### config.mk
export PLATFORM = sky130hd
export DESIGN_NAME = switch_allocator
export DESIGN_NICKNAME = d
export VERILOG_FILES = /design/src/rtl/chiplet_types_pkg.sv /design/src/rtl/rr_arbiter.sv /design/src/rtl/switch_allocator.sv
export SDC_FILE = /design/constraint.sdc
export NUM_CORES = 1
export LEC_CHECK = 0
export ABC_AREA = 1
export BUFFER_PORTS_ARGS = -buffer_cell sky130_fd_sc_hd__buf_2
export CORE_MARGIN = 2
export CORE_UTILIZATION = 35
export CTS_CLUSTER_SIZE = 40
export DETAILED_ROUTE_END_ITERATION = 10
export HOLD_SLACK_MARGIN = 0.08
export SLEW_MARGIN = 20
export SYNTH_ARGS = -nofsm -noshare
export SYNTH_HDL_FRONTEND = slang
export SYNTH_SLANG_ARGS = --single-unit
export TNS_END_PERCENT = 30
### constraint.sdc
create_clock -name CLK -period 10.7 [get_ports CLK]
set_input_delay 1.605 -clock CLK [delete_from_list [all_inputs] [get_ports CLK]]
set_output_delay 1.605 -clock CLK [all_outputs]
set_load 0.005 [all_outputs]
### src/rtl/chiplet_types_pkg.sv
// Shared types for the chiplet switch: allocator outport state and index-width helper.
package chiplet_types_pkg;

  typedef enum logic {
    FREE   = 1'b0,
    LOCKED = 1'b1
  } alloc_state_t;

  // Index width that never collapses to zero for single-entry vectors.
  function automatic int unsigned idx_width(input int unsigned n);
    return (n > 1) ? $clog2(n) : 1;
  endfunction

endpackage

### src/rtl/rr_arbiter.sv
// Combinational round-robin arbiter: first requester at or after ptr, wrapping modulo N.
module rr_arbiter
  import chiplet_types_pkg::*;
#(
  parameter  int unsigned N = 5,
  localparam int unsigned W = idx_width(N)
) (
  input  logic [N-1:0] req,
  input  logic [W-1:0] ptr,
  output logic [N-1:0] gnt_c,
  output logic [W-1:0] idx_c,
  output logic         valid_c
);

  int unsigned j;

  always_comb begin
    gnt_c   = '0;
    idx_c   = '0;
    valid_c = 1'b0;
    j       = 0;
    for (int unsigned k = 0; k < N; k++) begin
      j = (32'(ptr) + k) % N;
      if (!valid_c && req[W'(j)]) begin
        valid_c = 1'b1;
        idx_c   = W'(j);
      end
    end
    if (valid_c) gnt_c[idx_c] = 1'b1;
  end

endmodule

### src/rtl/switch_allocator.sv
// Per-outport round-robin switch allocator with packet-long locks.
// Optional lock watchdog (TIMEOUT parameter, timeout_err port) under SWITCH_ALLOC_WATCHDOG_EN.
module switch_allocator
  import chiplet_types_pkg::*;
#(
  parameter  int unsigned NUM_BUFFERS  = 5,
  parameter  int unsigned NUM_OUTPORTS = 5,
`ifdef SWITCH_ALLOC_WATCHDOG_EN
  parameter  int unsigned TIMEOUT      = 1024,
`endif
  localparam int unsigned BW  = idx_width(NUM_BUFFERS),
  localparam int unsigned OPW = idx_width(NUM_OUTPORTS)
) (
  input  logic                                   CLK,
  input  logic                                   RST,
  input  logic [NUM_BUFFERS-1:0]                 req_switch,
  input  logic [NUM_BUFFERS-1:0][OPW-1:0]        switch_outport,
  input  logic [NUM_BUFFERS-1:0]                 packet_done,
  input  logic [NUM_OUTPORTS-1:0]                outport_credit,
  output logic [NUM_BUFFERS-1:0]                 switch_granted,
  output logic [NUM_OUTPORTS-1:0]                outport_busy,
  output logic [NUM_OUTPORTS-1:0][BW-1:0]        outport_owner
`ifdef SWITCH_ALLOC_WATCHDOG_EN
  ,
  output logic [NUM_OUTPORTS-1:0]                timeout_err
`endif
);

`ifdef SWITCH_ALLOC_WATCHDOG_EN
  localparam int unsigned CW = $clog2(TIMEOUT + 1);
  logic [NUM_OUTPORTS-1:0][CW-1:0] cnt_q, cnt_n;
  logic [NUM_OUTPORTS-1:0]         err_n;
`endif

  alloc_state_t                      state_q [NUM_OUTPORTS];
  alloc_state_t                      state_n [NUM_OUTPORTS];
  logic [NUM_OUTPORTS-1:0][BW-1:0]   owner_n;
  logic [NUM_OUTPORTS-1:0][BW-1:0]   rr_q, rr_n;
  logic [NUM_BUFFERS-1:0]            gnt_n;

  logic [NUM_OUTPORTS-1:0][NUM_BUFFERS-1:0] cand_c;
  logic [NUM_OUTPORTS-1:0][NUM_BUFFERS-1:0] arb_gnt_c;
  logic [NUM_OUTPORTS-1:0][BW-1:0]          arb_idx_c;
  logic [NUM_OUTPORTS-1:0]                  arb_valid_c;

  // Out-of-range outport requests match no candidate vector and are never granted.
  always_comb begin
    cand_c = '0;
    for (int unsigned o = 0; o < NUM_OUTPORTS; o++) begin
      for (int unsigned i = 0; i < NUM_BUFFERS; i++) begin
        cand_c[o][i] = req_switch[i] && (switch_outport[i] == OPW'(o));
      end
    end
  end

  for (genvar o = 0; o < NUM_OUTPORTS; o++) begin : g_arb
    rr_arbiter #(.N(NUM_BUFFERS)) u_arb (
      .req     (cand_c[o]),
      .ptr     (rr_q[o]),
      .gnt_c   (arb_gnt_c[o]),
      .idx_c   (arb_idx_c[o]),
      .valid_c (arb_valid_c[o])
    );
  end

  // Next-state logic for all outport FSMs, pointers, owners and grant pulses.
  always_comb begin
    for (int unsigned o = 0; o < NUM_OUTPORTS; o++) state_n[o] = state_q[o];
    owner_n = outport_owner;
    rr_n    = rr_q;
    gnt_n   = '0;
`ifdef SWITCH_ALLOC_WATCHDOG_EN
    cnt_n   = cnt_q;
    err_n   = timeout_err;
`endif
    for (int unsigned o = 0; o < NUM_OUTPORTS; o++) begin
      case (state_q[o])
        FREE: begin
          if (arb_valid_c[o] && outport_credit[o]) begin
            state_n[o] = LOCKED;
            owner_n[o] = arb_idx_c[o];
            rr_n[o]    = (arb_idx_c[o] == BW'(NUM_BUFFERS - 1)) ? '0
                                                                : BW'(arb_idx_c[o] + BW'(1));
            gnt_n      = gnt_n | arb_gnt_c[o];
`ifdef SWITCH_ALLOC_WATCHDOG_EN
            cnt_n[o]   = '0;
`endif
          end
        end
        LOCKED: begin
          if (packet_done[outport_owner[o]]) begin
            state_n[o] = FREE;
          end
`ifdef SWITCH_ALLOC_WATCHDOG_EN
          // The edge that closes the TIMEOUT-th locked cycle forces the release.
          else if (CW'(cnt_q[o] + CW'(1)) == CW'(TIMEOUT)) begin
            state_n[o] = FREE;
            err_n[o]   = 1'b1;
          end else begin
            cnt_n[o] = CW'(cnt_q[o] + CW'(1));
          end
`endif
        end
        default: state_n[o] = FREE;
      endcase
    end
  end

  always_ff @(posedge CLK or posedge RST) begin
    if (RST) begin
      for (int unsigned o = 0; o < NUM_OUTPORTS; o++) state_q[o] <= FREE;
      outport_owner  <= '0;
      rr_q           <= '0;
      switch_granted <= '0;
`ifdef SWITCH_ALLOC_WATCHDOG_EN
      cnt_q          <= '0;
      timeout_err    <= '0;
`endif
    end else begin
      for (int unsigned o = 0; o < NUM_OUTPORTS; o++) state_q[o] <= state_n[o];
      outport_owner  <= owner_n;
      rr_q           <= rr_n;
      switch_granted <= gnt_n;
`ifdef SWITCH_ALLOC_WATCHDOG_EN
      cnt_q          <= cnt_n;
      timeout_err    <= err_n;
`endif
    end
  end

  always_comb begin
    for (int unsigned o = 0; o < NUM_OUTPORTS; o++) begin
      outport_busy[o] = (state_q[o] == LOCKED);
    end
  end

endmodule

==> results of run 1 <==
cells by family (layout without fill, tap and decap cells):
group,Yosys count,count (layout),synth area share [%]
adders and majority gates,122,122,17.1
buffers and inverters,285,339,12.1
AOI/OAI and AO/OA,185,185,12.6
xor gates and xnor gates,40,40,4.35
DFF,40,40,11.1
and+or+nand+nor,867,867,42.7
flip-flops by register name, summed over array words and instances (netlist names):
signal	cells
outport_owner	15
switch_granted	5
rr_q	15
outport_busy	5
final cells by class:
class | count | area share, %
multi-input combinational | 1214 | 70.4
inverter | 273 | 10.4
sequential | 40 | 10.2
tap | 330 | 4.20
timing repair buffer | 58 | 3.00
clock buffer | 6 | 1.41
clock inverter | 2 | 0.394
worst paths after layout:
check	startpoint	to	slack, ns	cells after the start
setup / recovery	rr_q[6]$_DFFE_PP0P_	rr_q[8]$_DFFE_PP0P_	5.50	27
hold / removal	outport_owner[11]$_DFFE_PP0P_	outport_owner[11]$_DFFE_PP0P_	0.57	2
setup reg to reg	rr_q[6]$_DFFE_PP0P_	rr_q[8]$_DFFE_PP0P_	5.50	27
hold reg to reg	outport_owner[11]$_DFFE_PP0P_	outport_owner[11]$_DFFE_PP0P_	0.57	2
max in group asynchronous	RST	switch_granted[0]$_DFF_PP0_	8.62	2
min in group asynchronous	RST	outport_owner[10]$_DFFE_PP0P_	1.52	2
layer usage:
metal | global-route usage (%) | wire length (um) | up-vias
met5 | 0 | 0 | -
met4 | 3.91 | 427 | 0
met3 | 2.39 | 1180 | 26
met2 | 31.1 | 11000 | 199
met1 | 26.3 | 12700 | 4252
li1 | - | - | 5087
cell usage in the layout (no fill, tap or decap), types with 5 or more instances in the layout:
cell type,netlist,routed
o21ai_1,11,11
buf_2,4,56
xor2_1,31,31
nand2_2,14,14
nand3_2,9,9
clkinv_1,5,5
nand2_1,448,448
or2_2,11,11
inv_2,7,8
o211ai_1,16,16
nand3b_1,10,10
xnor2_1,5,5
ha_1,120,120
nand4_1,41,41
o21ai_0,79,79
a21oi_1,37,37
clkbuf_16,0,5
dfrtp_1,40,40
nand3_1,208,208
o21a_1,6,6
nor2_1,95,95
inv_1,261,260
nor3_1,16,16
stage by stage:
| stage | worst slack (ns) | instances |
|---|---|---|
| after floorplan | 6.41 | 1539 |
| after global placement | 5.70 | 1915 |
| after detailed placement | 5.57 | 1915 |
| after CTS | 5.55 | 1923 |
| after global routing | 4.99 | 1923 |
| final | 5.50 | 1923 |
critical path, cell delays in order, from the launching register on:
cell and delay (ns):
dfrtp_1 0.67, clkinv_1 0.49, ha_1 0.37, inv_1 0.07
ha_1 0.19, inv_1 0.09, ha_1 0.19, nor2_1 0.13
nand2_1 0.10, nand2_1 0.10, xor2_1 0.27, ha_1 0.19
inv_1 0.04, or2_2 0.28, nand2_2 0.10, nand2_1 0.11
nand2_1 0.09, xor2_1 0.20, nand3_1 0.11, nand2_1 0.12
nand4_2 0.14, or2_0 0.23, nand3_1 0.18, inv_1 0.09
ha_1 0.21, o21ai_0 0.17, o211ai_1 0.10, o21ai_0 0.08
==> flow_metrics.env, run 1 <==
export IMPL_overflow=0
export IMPL_drive_above_1_share_pct=8.54
export IMPL_crit_type="reg -> reg"
export IMPL_yosys_register_bits=40
export IMPL_multiInputGateArea_sq_um=6920
export IMPL_period_needed_ns=5.20
export IMPL_grt_max_degree=41
export IMPL_register_area_sq_um=1000
export IMPL_first_pass_iters=7
export IMPL_hold_path_class="reg -> reg"
export IMPL_die_area_sq_um=27000
export IMPL_end_kind="flop"
export IMPL_wl_mm=25.3
export IMPL_path_clk_slew_ns=0.06
export IMPL_diodes=0
export IMPL_cts_root_buf="clkbuf_16"
export IMPL_crit_fanout=15
export IMPL_htree_levels=2
export IMPL_antenna_found_initial=0
export IMPL_fin_crit_sh_pct=48.6
export IMPL_cp_arrival_ns=5.41
export IMPL_synth_area_leaders="nand2_1 (19%), ha_1 (17%), nand3_1 (12%), dfrtp_1 (11%), inv_1 (11%)"
export IMPL_ys_warn_count=0
export IMPL_viasPerCell=4.97
export IMPL_netlist_top_cells_count="nand2_1 (448), inv_1 (261), nand3_1 (208)"
export IMPL_max_cap_violations=0
export IMPL_postCtsSetupRepairBufs=0
export IMPL_final_setup_viol_count=0
export IMPL_fin_util_pct=38.9
export IMPL_yosysMostFrequentCell="nand2_1"
export IMPL_rsz0062_at_grt="no"
export IMPL_synth_top_cell_by_area="nand2_1"
export IMPL_hold_viol=0
export IMPL_fin_skew_ns=0.00504
export IMPL_synthDominantCellAreaShare_pct=18.7
export IMPL_status="complete, no violations"
export IMPL_final_cell_area_sq_um=9830
export IMPL_maxSlewViolCount=0
export IMPL_worst_slew_pin_slew_ns=1.23
export IMPL_worstSetupStartpointType="flop"
export IMPL_die_h_um=164
export IMPL_io_pins=57
export IMPL_async_flop_share_pct=100
export IMPL_slew_headroom_pct=17.1
export IMPL_fmax_mhz=192
export IMPL_drtIter0Drc=683
export IMPL_numCtsBuffers=5
export IMPL_drc_errors=0
export IMPL_area_growth_pct=9.11
export IMPL_cts_repair_resized=0
export IMPL_gp_congestion=0.846
export IMPL_hold_buffers=0
export IMPL_grtUsageTotal_pct=18.9
export IMPL_layout_nets=1746
export IMPL_row_count=58
export IMPL_fillCellCount=2736
export IMPL_ys_seq_area_share_pct=11.1
export IMPL_grt_pass1_wl_mm=41.8
export IMPL_synthCells=1539
export IMPL_cts_tree="built"
export IMPL_numPortBuffers=56
export IMPL_via_count=9564
export IMPL_ys_dominant_reg_cell="dfrtp_1"
export IMPL_ant_nets=0
export IMPL_hold_ws_ns=0.566
export IMPL_wl_per_cell_um=13.2
export IMPL_cts_buffer_depth=2
export IMPL_avgSynthCellArea_sq_um=5.86
export IMPL_hpwl_mm=20.8
export IMPL_start_util_pct=35.7
export IMPL_syn_nets=1693
export IMPL_synth_cell_type_count=52
export IMPL_core_area_sq_um=25300
export IMPL_placed_area_sq_um=9660
export IMPL_synth_edff_count=0
export IMPL_setup_tns_final_ns=0
export IMPL_grt_pass1_vias=8797
export IMPL_cts_sink_count=40
export IMPL_die_x_um=164
export IMPL_crit_required_ns=10.91
export IMPL_clk_latency_ns=0.28
export IMPL_synth_area_sq_um=9010
Power of run 1 is left out: the tool's default activity adds up to more than one toggle a clock period on the data nets, which glitch-free logic cannot reach.
==> run 2, diff against run 1 <==
clock period = 5.1 ns   (was 10.7 ns; I/O delays follow)
==> flow_metrics.env, run 2 (synthesis gave the netlist of run 1 again) <==
export IMPL_cts_tree="built"
export IMPL_crit_fanout=9
export IMPL_fillCellCount=2779
export IMPL_hp_start="outport_owner[2]$_DFFE_PP0P_"
export IMPL_path_buf_inv=5
export IMPL_cts_buffer_depth=2
export IMPL_hold_path_class="reg -> reg"
export IMPL_clk_latency_ns=0.28
export IMPL_area_growth_pct=10.1
export IMPL_max_stage_delay_ns=0.50
export IMPL_grt_pass1_vias=8673
export IMPL_grt_max_degree=41
export IMPL_drtIter0Drc=591
export IMPL_crit_family="simple AND/OR/NAND/NOR gates"
export IMPL_final_cell_mix="nand2_1 (448), inv_1 (258), nand3_1 (208)"
export IMPL_numCtsBuffers=5
export IMPL_worst_slew_pin_slew_ns=0.916
export IMPL_r2r_cells=28
export IMPL_start_util_pct=35.7
export IMPL_final_setup_viol_count=0
export IMPL_layout_nets=1762
export IMPL_dp_cells=1931
export IMPL_via_count=9691
export IMPL_r2r_start="rr_q[7]$_DFFE_PP0P_"
export IMPL_maxSlewViolCount=0
export IMPL_grt_pass1_wl_mm=41.9
export IMPL_final_cell_count_no_fill=1939
export IMPL_status="complete, no violations"
export IMPL_cts_sink_count=40
export IMPL_io_pins=57
export IMPL_final_cell_area_sq_um=9920
export IMPL_worstSetupStartpointType="flop"
export IMPL_diodes=0
export IMPL_hold_buffers=0
export IMPL_top_regs="outport_owner x15, rr_q x15"
export IMPL_period_needed_ns=4.67
export IMPL_register_area_sq_um=1000
export IMPL_die_area_sq_um=27000
export IMPL_fmax_mhz=214
export IMPL_antenna_found_initial=0
export IMPL_ant_nets=0
export IMPL_viasPerCell=5.00
export IMPL_fin_crit_sh_pct=91.5
export IMPL_cts_root_buf="clkbuf_16"
export IMPL_wl_mm=25.6
export IMPL_r2r_slack_ns=0.43
export IMPL_hold_viol=0
export IMPL_slew_headroom_pct=38.8
export IMPL_htree_levels=2
export IMPL_core_area_sq_um=25300
export IMPL_cp_arrival_ns=4.86
export IMPL_crit_type="reg -> reg"
export IMPL_end_kind="flop"
export IMPL_max_cap_violations=0
export IMPL_fin_skew_ns=0.00610
export IMPL_drive_above_1_share_pct=9.45
export IMPL_final_common_cell="nand2_1"
export IMPL_path_common_cell="nand2_1"
export IMPL_multiInputGateArea_sq_um=6920
export IMPL_first_pass_iters=7
export IMPL_whs_path_depth=2
export IMPL_die_h_um=164
export IMPL_path_clk_slew_ns=0.06
export IMPL_hpwl_mm=21.3
export IMPL_min_delay_worst_endpoint="outport_owner[2]$_DFFE_PP0P_"
export IMPL_path_depth=28
export IMPL_overflow=0
export IMPL_row_count=58
export IMPL_slowest_stage="dfrtp_1"
export IMPL_reg2reg_to="rr_q[8]$_DFFE_PP0P_"
export IMPL_wl_per_cell_um=13.2
export IMPL_grtUsageTotal_pct=18.8
export IMPL_numPortBuffers=56
export IMPL_rsz0062_at_grt="no"
export IMPL_setup_tns_final_ns=0
export IMPL_placed_area_sq_um=9780
export IMPL_crit_required_ns=5.30
export IMPL_die_x_um=164
export IMPL_gp_congestion=0.931
export IMPL_drc_errors=0
[run 2: cell count changes in the layout (fill, tap and decap cells not counted)]
cell and change:
buf_4 +16, bufinv_16 -1, clkbuf_1 +2, clkinv_4 -1, inv_1 -2, inv_2 +2
[run 2: area by class of cell]
class                   instances  area share (%)
repair buffers                 74            4.19
flip-flops and latches         40            10.1
clock buffers                   8            1.48
well taps                     330            4.16
multi-input cells            1214            69.8
inverters                     273            10.3
[run 2: how the worst max path moves through the flow]
| stage | endpoint | slack, ns | start |
|---|---|---|---|
| after CTS | rr_q[8]$_DFFE_PP0P_ | 0.36 | rr_q[7]$_DFFE_PP0P_ |
| after floorplan | rr_q[8]$_DFFE_PP0P_ | 0.81 | rr_q[6]$_DFFE_PP0P_ |
| after global routing | rr_q[8]$_DFFE_PP0P_ | 0.02 | rr_q[7]$_DFFE_PP0P_ |
| after detailed placement | rr_q[8]$_DFFE_PP0P_ | 0.37 | rr_q[7]$_DFFE_PP0P_ |
| after global placement | rr_q[8]$_DFFE_PP0P_ | 0.59 | rr_q[7]$_DFFE_PP0P_ |
| final | rr_q[8]$_DFFE_PP0P_ | 0.43 | rr_q[7]$_DFFE_PP0P_ |
[run 2: worst register-to-register path: cells and delay by family (launching register included)]
kind | cells | cell delay (ns)
AOI/OAI and AO/OA | 3 | 0.36
xor gates and xnor gates | 1 | 0.26
adders and majority gates | 5 | 1.12
buffers and inverters | 5 | 0.49
DFF | 1 | 0.50
and+or+nand+nor | 14 | 1.87
[run 2: timing repair]
action | CTS | global route
setup buffers | 0 | 0
gates resized for setup | 0 | 2
endpoints found under the setup margin | 0 | 6
[run 2: per-layer routing]
| metal | part of all wire [%] | vias up | global-route usage (%) |
|---|---|---|---|
| li1 | - | 5118 | - |
| met1 | 49 | 4325 | 26.7 |
| met2 | 44 | 230 | 31.1 |
| met3 | 5.5 | 18 | 1.91 |
| met4 | 1.4 | 0 | 3.04 |
| met5 | 0 | - | 0 |
[run 2: through the flow]
| step | utilization [%] | hold WS, ns | setup WS, ns |
|---|---|---|---|
| after floorplan | - | 0.508 | 0.813 |
| after global placement | 38.7 | 0.532 | 0.585 |
| after detailed placement | 38.7 | 0.525 | 0.368 |
| after CTS | 39.3 | 0.551 | 0.361 |
| after global routing | 39.3 | 0.583 | 0.0159 |
| final | 39.3 | 0.543 | 0.433 |
Power of run 2 is left out for the same reason.
==> run 3, diff against run 2 <==
CTS_BUF_LIST = sky130_fd_sc_hd__clkbuf_4   (was default)
SLEW_MARGIN = default   (was 20)
==> flow_metrics.env, run 3 (synthesis gave the netlist of run 1 again) <==
export IMPL_grt_max_degree=41
export IMPL_end_kind="flop"
export IMPL_via_count=9678
export IMPL_hold_buffers=0
export IMPL_hp_start="outport_owner[2]$_DFFE_PP0P_"
export IMPL_cts_buffer_depth=2
export IMPL_status="complete, no violations"
export IMPL_path_common_cell="nand2_1"
export IMPL_die_x_um=164
export IMPL_cp_arrival_ns=4.96
export IMPL_area_growth_pct=9.09
export IMPL_numCtsBuffers=5
export IMPL_hold_path_class="reg -> reg"
export IMPL_rsz0062_at_grt="no"
export IMPL_max_cap_violations=0
export IMPL_placed_area_sq_um=9780
export IMPL_final_setup_viol_count=0
export IMPL_cts_root_buf="clkbuf_4"
export IMPL_clk_latency_ns=0.36
export IMPL_viasPerCell=4.99
export IMPL_cts_tree="built"
export IMPL_setup_tns_final_ns=0
export IMPL_core_area_sq_um=25300
export IMPL_ant_nets=0
export IMPL_final_cell_mix="nand2_1 (448), inv_1 (258), nand3_1 (208)"
export IMPL_grtUsageTotal_pct=18.7
export IMPL_die_area_sq_um=27000
export IMPL_maxSlewViolCount=0
export IMPL_fin_util_pct=38.9
export IMPL_r2r_start="rr_q[7]$_DFFE_PP0P_"
export IMPL_layout_nets=1762
export IMPL_overflow=0
export IMPL_slew_headroom_pct=39.4
export IMPL_path_clk_slew_ns=0.13
export IMPL_die_h_um=164
export IMPL_cts_sink_count=40
export IMPL_hpwl_mm=21.3
export IMPL_drive_above_1_share_pct=9.51
export IMPL_fmax_mhz=214
export IMPL_fillCellCount=2790
export IMPL_period_needed_ns=4.67
export IMPL_worst_slew_pin_slew_ns=0.908
export IMPL_first_pass_iters=7
export IMPL_htree_levels=2
export IMPL_fin_skew_ns=0.0145
export IMPL_numPortBuffers=56
export IMPL_crit_fanout=9
export IMPL_postCtsSetupRepairBufs=0
export IMPL_crit_type="reg -> reg"
export IMPL_row_count=58
export IMPL_grt_pass1_vias=8669
export IMPL_fin_crit_sh_pct=91.7
export IMPL_slowest_stage="dfrtp_1"
export IMPL_drtIter0Drc=616
export IMPL_gp_congestion=0.931
export IMPL_crit_required_ns=5.38
export IMPL_max_stage_delay_ns=0.52
export IMPL_diodes=0
export IMPL_wl_per_cell_um=13.2
export IMPL_start_util_pct=35.7
export IMPL_wl_mm=25.6
export IMPL_grt_pass1_wl_mm=41.7
export IMPL_hold_viol=0
export IMPL_final_common_cell="nand2_1"
export IMPL_crit_start="rr_q[7]$_DFFE_PP0P_"
export IMPL_io_pins=57
export IMPL_drc_errors=0
export IMPL_worstSetupStartpointType="flop"
export IMPL_final_cell_area_sq_um=9830
export IMPL_cts_repair_resized=0
export IMPL_top_regs="outport_owner x15, rr_q x15"
export IMPL_antenna_found_initial=0
[run 3: worst paths after layout]
| path | to | slack (ns) | depth (start not counted) |
|---|---|---|---|
| setup / recovery | rr_q[8]$_DFFE_PP0P_ | 0.43 | 28 |
| min in group asynchronous | outport_busy[0]$_DFF_PP0_ | 0.58 | 2 |
| max in group asynchronous | rr_q[6]$_DFFE_PP0P_ | 3.94 | 2 |
| hold reg to reg | outport_owner[2]$_DFFE_PP0P_ | 0.56 | 2 |
| setup reg to reg | rr_q[8]$_DFFE_PP0P_ | 0.43 | 28 |
| hold / removal | outport_owner[2]$_DFFE_PP0P_ | 0.56 | 2 |
[run 3: area by class of cell]
type                    instances  area (sq um)  share of cell area, %
repair buffers                 74           415                   4.22
inverters                     273          1020                   10.4
well taps                     330           413                   4.20
multi-input cells            1214          6920                   70.4
clock inverters                 1          3.75                 0.0382
flip-flops and latches         40          1000                   10.2
clock buffers                   7          52.6                  0.534
[run 3: routing by layer]
metal | GRT usage, % | vias up | share of wire (%)
met5 | 0 | - | 0
met3 | 2.11 | 23 | 5.9
li1 | - | 5114 | -
met4 | 3.56 | 0 | 1.6
met2 | 30.9 | 239 | 44
met1 | 26.5 | 4302 | 49
[run 3: through the flow]
stage / cells / hold WS (ns) / setup WS (ns)
final: 1939 / 0.560 / 0.425
after global routing: 1939 / 0.601 / 0.00327
after CTS: 1939 / 0.568 / 0.349
after detailed placement: 1931 / 0.525 / 0.368
after global placement: 1931 / 0.532 / 0.585
after floorplan: 1539 / 0.508 / 0.813
[run 3: worst max-delay path: cells and delay by family, from the launching register on]
kind / cells / cell delay (ns)
AOI/OAI and AO/OA: 3 / 0.36
xor gates and xnor gates: 1 / 0.26
adders and majority gates: 5 / 1.12
buffers and inverters: 5 / 0.49
DFF: 1 / 0.52
and+or+nand+nor: 14 / 1.88
Power of run 3 is left out for the same reason.
